==> config.mk <==
export PLATFORM = sky130hd
export DESIGN_NAME = player1_ctrl
export DESIGN_NICKNAME = d
export VERILOG_FILES = /design/src/rtl/bomberman_pkg.sv /design/src/rtl/player1_corner_calc.sv /design/src/rtl/player1_ctrl.sv
export SDC_FILE = /design/constraint.sdc
export NUM_CORES = 1
export LEC_CHECK = 0
export CAP_MARGIN = 15
export CORE_MARGIN = 8
export CORE_UTILIZATION = 45
export DETAILED_ROUTE_END_ITERATION = 16
export GPL_TIMING_DRIVEN = 0
export HOLD_SLACK_MARGIN = 0.03
export PLACE_DENSITY = 0.67
export SLEW_MARGIN = 10
export SYNTH_ARGS = -nofsm -noshare
export SYNTH_HDL_FRONTEND = slang
export SYNTH_SLANG_ARGS = --single-unit
==> constraint.sdc <==
create_clock -name clk -period 5.75 [get_ports clk]
set_input_delay 0.8625 -clock clk [delete_from_list [all_inputs] [get_ports clk]]
set_output_delay 0.8625 -clock clk [all_outputs]
set_load 0.005 [all_outputs]
==> src/rtl/bomberman_pkg.sv <==
// Shared types and constants for the player controllers: FSM states, facing
// direction, sprite frame bases and tile-query payload.
package bomberman_pkg;

    localparam int unsigned TILE_SHIFT  = 5;
    localparam int unsigned SPRITE_SIZE = 32;
    localparam int unsigned TILE_W      = 5;
    localparam int unsigned POS_W       = 11;
    localparam int unsigned CAND_W      = 12;
    localparam int unsigned SPR_W       = 3;

    localparam logic [SPR_W-1:0] SPR_DOWN = 3'd0;
    localparam logic [SPR_W-1:0] SPR_UP   = 3'd2;
    localparam logic [SPR_W-1:0] SPR_SIDE = 3'd4;
    localparam logic [SPR_W-1:0] SPR_DEAD = 3'd6;

    typedef enum logic [2:0] {IDLE, EVAL, Q1, Q2, COMMIT, DEAD} ctrl_state_t;
    typedef enum logic [1:0] {UP, DOWN, LEFT, RIGHT} dir_t;

    typedef struct packed {
        logic [TILE_W-1:0] tx;
        logic [TILE_W-1:0] ty;
    } tile_t;

    // Walk-frame base for a facing direction; left and right share frames.
    function automatic logic [SPR_W-1:0] base_sprite(input dir_t d);
        case (d)
            UP:      return SPR_UP;
            DOWN:    return SPR_DOWN;
            default: return SPR_SIDE;
        endcase
    endfunction

endpackage

==> src/rtl/player1_corner_calc.sv <==
// Candidate position, play-area bounds check and the two leading-edge corner
// tiles for one step of the 32x32 player sprite in a given direction.
module player1_corner_calc
    import bomberman_pkg::*;
#(
    parameter int STEP    = 2,
    parameter int HACTIVE = 800,
    parameter int VACTIVE = 600
) (
    input  dir_t                     dir,
    input  logic signed [POS_W-1:0] pos_x,
    input  logic signed [POS_W-1:0] pos_y,
    output logic signed [CAND_W-1:0] cand_x,
    output logic signed [CAND_W-1:0] cand_y,
    output logic                     in_bounds,
    output tile_t                    corner1,
    output tile_t                    corner2
);

    localparam logic signed [CAND_W-1:0] STEP_S = CAND_W'(STEP);
    localparam logic signed [CAND_W-1:0] MAX_X  = CAND_W'(HACTIVE - int'(SPRITE_SIZE));
    localparam logic signed [CAND_W-1:0] MAX_Y  = CAND_W'(VACTIVE - int'(SPRITE_SIZE));
    localparam logic signed [CAND_W-1:0] EDGE   = CAND_W'(SPRITE_SIZE - 1);

    logic signed [CAND_W-1:0] lead_x;
    logic signed [CAND_W-1:0] lead_y;
    logic signed [CAND_W-1:0] far_x;
    logic signed [CAND_W-1:0] far_y;

    always_comb begin
        cand_x = CAND_W'(pos_x);
        cand_y = CAND_W'(pos_y);
        case (dir)
            UP:      cand_y = cand_y - STEP_S;
            DOWN:    cand_y = cand_y + STEP_S;
            LEFT:    cand_x = cand_x - STEP_S;
            default: cand_x = cand_x + STEP_S;
        endcase

        in_bounds = !cand_x[CAND_W-1] && (cand_x <= MAX_X) &&
                    !cand_y[CAND_W-1] && (cand_y <= MAX_Y);

        // First corner sits on the leading edge; the second runs along it.
        lead_x = cand_x;
        lead_y = cand_y;
        if (dir == RIGHT) lead_x = cand_x + EDGE;
        if (dir == DOWN)  lead_y = cand_y + EDGE;

        far_x = lead_x;
        far_y = lead_y;
        if (dir == LEFT || dir == RIGHT) far_y = lead_y + EDGE;
        else                             far_x = lead_x + EDGE;

        corner1.tx = TILE_W'(lead_x >>> TILE_SHIFT);
        corner1.ty = TILE_W'(lead_y >>> TILE_SHIFT);
        corner2.tx = TILE_W'(far_x >>> TILE_SHIFT);
        corner2.ty = TILE_W'(far_y >>> TILE_SHIFT);
    end

endmodule

==> src/rtl/player1_ctrl.sv <==
// Player 1 per-frame motion, wall-collision, walk animation and death/respawn.
// Walk-frame toggling is built only when PLAYER_ANIM_EN is defined.
module player1_ctrl
    import bomberman_pkg::*;
#(
    parameter int START_X      = 32,
    parameter int START_Y      = 32,
    parameter int STEP         = 2,
    parameter int ANIM_DIV     = 8,
    parameter int DEATH_FRAMES = 60,
    parameter int HACTIVE      = 800,
    parameter int VACTIVE      = 600
) (
    input  logic                     clk,
    input  logic                     reset,
    input  logic                     frame_tick,
    input  logic                     btn_up,
    input  logic                     btn_down,
    input  logic                     btn_left,
    input  logic                     btn_right,
    input  logic                     hit,
    output logic                     map_req,
    output logic [TILE_W-1:0]        map_tx,
    output logic [TILE_W-1:0]        map_ty,
    input  logic                     map_ack,
    input  logic                     map_free,
    output logic signed [POS_W-1:0]  centerX1,
    output logic signed [POS_W-1:0]  centerY1,
    output logic [SPR_W-1:0]         sprite_num,
    output logic                     alive
);

    localparam int unsigned DCNT_W = (DEATH_FRAMES < 2) ? 1 : $clog2(DEATH_FRAMES + 1);

    if (STEP < 1 || STEP > 31 || ANIM_DIV < 1) begin : g_param_check
        $error("player1_ctrl: STEP must be 1..31 and ANIM_DIV must be >= 1");
    end

    ctrl_state_t             state_q, state_d;
    dir_t                    dir_q, dir_d;
    logic signed [POS_W-1:0] pos_x_q, pos_x_d;
    logic signed [POS_W-1:0] pos_y_q, pos_y_d;
    logic [SPR_W-1:0]        sprite_q, sprite_d;
    logic                    map_req_q, map_req_d;
    tile_t                   tile_q, tile_d;
    logic                    alive_q, alive_d;
    logic [DCNT_W-1:0]       death_cnt_q, death_cnt_d;
`ifdef PLAYER_ANIM_EN
    localparam int unsigned ACNT_W = (ANIM_DIV < 2) ? 1 : $clog2(ANIM_DIV + 1);
    logic [ACNT_W-1:0]       anim_q, anim_d;
    logic                    frame_q, frame_d;
`endif

    logic                     btn_any;
    dir_t                     btn_dir;
    dir_t                     calc_dir;
    logic signed [CAND_W-1:0] cand_x, cand_y;
    logic                     in_bounds;
    tile_t                    corner1, corner2;

    // Fixed priority up > down > left > right.
    always_comb begin
        btn_any = btn_up | btn_down | btn_left | btn_right;
        btn_dir = RIGHT;
        if      (btn_up)   btn_dir = UP;
        else if (btn_down) btn_dir = DOWN;
        else if (btn_left) btn_dir = LEFT;
        calc_dir = (state_q == EVAL) ? btn_dir : dir_q;
    end

    player1_corner_calc #(
        .STEP    (STEP),
        .HACTIVE (HACTIVE),
        .VACTIVE (VACTIVE)
    ) u_corner_calc (
        .dir       (calc_dir),
        .pos_x     (pos_x_q),
        .pos_y     (pos_y_q),
        .cand_x    (cand_x),
        .cand_y    (cand_y),
        .in_bounds (in_bounds),
        .corner1   (corner1),
        .corner2   (corner2)
    );

    always_comb begin
        state_d     = state_q;
        dir_d       = dir_q;
        pos_x_d     = pos_x_q;
        pos_y_d     = pos_y_q;
        sprite_d    = sprite_q;
        map_req_d   = map_req_q;
        tile_d      = tile_q;
        alive_d     = alive_q;
        death_cnt_d = death_cnt_q;
`ifdef PLAYER_ANIM_EN
        anim_d      = anim_q;
        frame_d     = frame_q;
`endif

        case (state_q)
            IDLE: begin
                if (frame_tick) state_d = EVAL;
            end

            EVAL: begin
                state_d = IDLE;
                if (!btn_any) begin
                    sprite_d = base_sprite(dir_q);
`ifdef PLAYER_ANIM_EN
                    anim_d  = '0;
                    frame_d = 1'b0;
`endif
                end else begin
                    dir_d = btn_dir;
`ifdef PLAYER_ANIM_EN
                    if (btn_dir != dir_q) begin
                        anim_d  = '0;
                        frame_d = 1'b0;
                    end
                    sprite_d = base_sprite(btn_dir) | {2'b00, frame_d};
`else
                    sprite_d = base_sprite(btn_dir);
`endif
                    if (in_bounds) begin
                        state_d   = Q1;
                        map_req_d = 1'b1;
                        tile_d    = corner1;
                    end
                end
            end

            Q1: begin
                if (map_req_q && map_ack) begin
                    map_req_d = 1'b0;
                    state_d   = map_free ? Q2 : IDLE;
                end
            end

            // Entered with the request low so the handshake sees a gap between queries.
            Q2: begin
                if (!map_req_q) begin
                    map_req_d = 1'b1;
                    tile_d    = corner2;
                end else if (map_ack) begin
                    map_req_d = 1'b0;
                    state_d   = map_free ? COMMIT : IDLE;
                end
            end

            COMMIT: begin
                pos_x_d = POS_W'(cand_x);
                pos_y_d = POS_W'(cand_y);
`ifdef PLAYER_ANIM_EN
                anim_d = anim_q + ACNT_W'(1);
                if (anim_d == ACNT_W'(ANIM_DIV)) begin
                    anim_d  = '0;
                    frame_d = ~frame_q;
                end
                sprite_d = base_sprite(dir_q) | {2'b00, frame_d};
`else
                sprite_d = base_sprite(dir_q);
`endif
                state_d = IDLE;
            end

            DEAD: begin
                if (frame_tick) begin
                    if (death_cnt_q <= DCNT_W'(1)) begin
                        death_cnt_d = '0;
                        pos_x_d     = POS_W'(START_X);
                        pos_y_d     = POS_W'(START_Y);
                        sprite_d    = SPR_DOWN;
                        dir_d       = DOWN;
                        alive_d     = 1'b1;
                        state_d     = IDLE;
`ifdef PLAYER_ANIM_EN
                        anim_d      = '0;
                        frame_d     = 1'b0;
`endif
                    end else begin
                        death_cnt_d = death_cnt_q - DCNT_W'(1);
                    end
                end
            end

            default: state_d = IDLE;
        endcase

        // A hit aborts anything in flight; any later ack lands in DEAD and is ignored.
        if (hit && state_q != DEAD) begin
            state_d     = DEAD;
            map_req_d   = 1'b0;
            alive_d     = 1'b0;
            sprite_d    = SPR_DEAD;
            death_cnt_d = DCNT_W'(DEATH_FRAMES);
        end
    end

    always_ff @(posedge clk) begin
        if (reset) begin
            state_q     <= IDLE;
            dir_q       <= DOWN;
            pos_x_q     <= POS_W'(START_X);
            pos_y_q     <= POS_W'(START_Y);
            sprite_q    <= SPR_DOWN;
            map_req_q   <= 1'b0;
            tile_q      <= '0;
            alive_q     <= 1'b1;
            death_cnt_q <= '0;
`ifdef PLAYER_ANIM_EN
            anim_q      <= '0;
            frame_q     <= 1'b0;
`endif
        end else begin
            state_q     <= state_d;
            dir_q       <= dir_d;
            pos_x_q     <= pos_x_d;
            pos_y_q     <= pos_y_d;
            sprite_q    <= sprite_d;
            map_req_q   <= map_req_d;
            tile_q      <= tile_d;
            alive_q     <= alive_d;
            death_cnt_q <= death_cnt_d;
`ifdef PLAYER_ANIM_EN
            anim_q      <= anim_d;
            frame_q     <= frame_d;
`endif
        end
    end

    assign map_req    = map_req_q;
    assign map_tx     = tile_q.tx;
    assign map_ty     = tile_q.ty;
    assign centerX1   = pos_x_q;
    assign centerY1   = pos_y_q;
    assign sprite_num = sprite_q;
    assign alive      = alive_q;

endmodule
==> flow_summary.ini <==
[setup_path]
worst_setup_path_end_kind = register
cpMostUsedCell = mux2_4
critPathRequiredTime_ns = 5.99
crit_arrival_ns = 5.45
cp_max_fo = 10
criticalPathCategory = input port to register
cp_cell_sequence = clkdlybuf4s50_1 > or3b_1 > mux2_4 > buf_2 > xnor2_1 > ha_1 > clkbuf_1 > nor4_1 > a21boi_0 > mux2_4 > a2111oi_2 > and2_1 > a311oi_2 > o22ai_4 > nand3_1 > a21oi_1
cp_slowest_cell = clkdlybuf4s50_1
critical-path-max-stage-delay_ns = 0.51
startpoint_type = input port

[route]
vias = 3824
antenna_left = 0
drt_iter0_markers = 318
drt-total-wl_um = 10560
drtPass1Iterations = 5
wl_per_cell_um = 16.17
vias_per_cell = 5.856
drc = 0

[global_route]
gr-max-usage-layer = met2
grtUsageMet1 = 0.2308
grt-ovfl-total = 0
antenna_found_initial = 0
met3_usage = 0.02639
use_met2 = 0.3033
grt_util_all_layers = 0.1822
grt_pass1_vias = 3533
grt_pass1_wl_um = 17230
grt_max_degree = 15

[power]
power_w = 0.001046
p_per_area_mw_per_mm2 = 239.2
ir_drop_uv = 126.4
p_leak_nw = 1.564

[cts]
clock_tree.htree_level_count = 2
cts_root_buf = clkbuf_8
numCtsBuffers = 5
cts_tree = yes
clock_latency_ns = 0.30
clkTransAtPathRegs_ns = 0.09
post_cts_buffers = 0
postCtsHoldBufs = 0
cts.repair.resized = 0
clock_sinks = 45
clock_path_buffers = 2

[placement]
dp_hpwl_um = 8021
gp_congestion = 0.8937
pre_cts_ws_ns = 0.2875
portBuffers = 42

[sta]
setup_viol = 0
worst-slew-pin-transition_ns = 0.8802
maxSlewHeadroom = 0.4016
fmax_mhz = 191.9
worst_slack_ns = 0.5400
rsz0062_at_grt = false
hold_viol = 0
tns_ns = 0
fin_crit_sh = 0.9061
min_period_ns = 5.210
drv_slew = 0
fin_skew_ns = 0.007564

[floorplan]
row_count = 33
design.die.area_sq_mm = 0.01138
die_y_um = 106.7
die_width_um = 106.7
boundaryPins = 47
core_sq_mm = 0.008093
initial_core_util = 0.4572

[status]
outcome = completed

[synth]
synth_edf_count = 0
synth_area_sq_mm = 0.003700
avgSynthCellArea_sq_um = 7.459
synth_ff_type = dfxtp_1
synth_cell_types = 66
synth-seq-cells = 45
synthCells = 496
yosysWarnings = 0
ys_async_sr_fraction = 0
ys_seq_area_frac = 0.2435

[min_path]
hp-class = register to register

[finish]
insertedDiodeCount = 0
area_delta_synth_final_pct = 18.23
nets = 573
drive_above_1_share = 0.06387

[run]
drv_cap = 0
==> layer usage <==
metal	part of all wire	vias up	wire length (um)
met2	0.47	120	5008
met5	0	-	0
met4	0.024	0	253
met3	0.065	20	689
li1	-	1911	-
met1	0.44	1773	4604
==> worst paths after layout <==
| check | start | to | slack (ns) | cells past startpoint |
|---|---|---|---|---|
| setup / recovery | btn_up | map_ty[4]$_SDFFE_PP0P_ | 0.54 | 16 |
| hold / removal | map_ty[4]$_SDFFE_PP0P_ | map_ty[4]$_SDFFE_PP0P_ | 0.46 | 2 |
| setup reg to reg | state_q[1]$_SDFFE_PP0P_ | map_ty[4]$_SDFFE_PP0P_ | 0.95 | 14 |
| hold reg to reg | map_ty[4]$_SDFFE_PP0P_ | map_ty[4]$_SDFFE_PP0P_ | 0.46 | 2 |
==> cell usage in the layout, fill, tap and decap left out, drive strengths merged, types with 10 or more instances in the layout <==
master / instances
nor2: 62
o21ai: 31
nor2b: 10
ha: 15
clkdlybuf4s50: 42
mux2i: 17
a21oi: 41
dfxtp: 45
nand2: 41
inv: 10
buf: 12
nand3: 23
xnor2: 17
nor3: 20
clkbuf: 28
==> critical path, delay by kind of cell <==
family | cells | cell delay, ns
and+or+nand+nor | 4 | 1.27
muxes | 2 | 0.63
xor gates and xnor gates | 1 | 0.14
adders and majority gates | 1 | 0.19
AOI/OAI and AO/OA | 5 | 1.42
buffers and inverters | 3 | 0.93
==> cell families after synthesis <==
| group | share of synthesized area |
|---|---|
| AND/OR/NAND/NOR | 0.2756 |
| other | 0.001014 |
| multiplexers | 0.06324 |
| adder cells (fa/ha/maj) | 0.05614 |
| flip-flops | 0.2435 |
| buffers and inverters | 0.05445 |
| AO/OA/AOI/OAI | 0.2516 |
| XOR/XNOR | 0.05445 |
==> registers in the layout, indices dropped and copies added (netlist names) <==
signal / flops
death_cnt_q: 6
sprite_num: 2
map_ty: 5
alive: 1
centerX1: 10
centerY1: 10
map_tx: 5
map_req: 1
dir_q: 2
state_q: 3
==> metrics by stage <==
step | util | hold WS, ns | instance area, sq um | cells
floorplan | - | 0.4482 | 3707 | 498
global placement | 0.5263 | 0.4432 | 4259 | 645
detailed placement | 0.5267 | 0.4527 | 4263 | 645
CTS | 0.5405 | 0.4658 | 4374 | 653
global route | 0.5405 | 0.4806 | 4374 | 653
finish | 0.5405 | 0.4608 | 4374 | 653
==> report_power, final <==
group / internal (W) / switching (W)
clock network: 0.000131 / 0.000113
registers: 0.000334 / 0.0000207
logic: 0.000189 / 0.000259
total: 0.000653 / 0.000393
==> area by class of cell <==
cell class	instances	area, sq um
buffer	34	163.9
clock buffer	6	72.57
sequential	45	900.9
clock inverter	2	38.79
inverter	10	37.54
tap	105	131.4
fill	801	3719
multi-input combinational	409	2609
timing repair buffer	42	420.4
==> Yosys cell counts, types with 10 or more instances <==
library cell	number	area share
nor2_1	62	0.063
dfxtp_1	45	0.24
a21oi_1	41	0.055
nand2_1	41	0.042
o21ai_0	28	0.038
nand3_1	23	0.031
clkbuf_1	21	0.021
nor3_1	20	0.027
mux2i_1	17	0.046
xnor2_1	17	0.040
ha_1	15	0.051
inv_1	10	0.010
nor2b_1	10	0.017
Power figures use the tool's default switching activity.
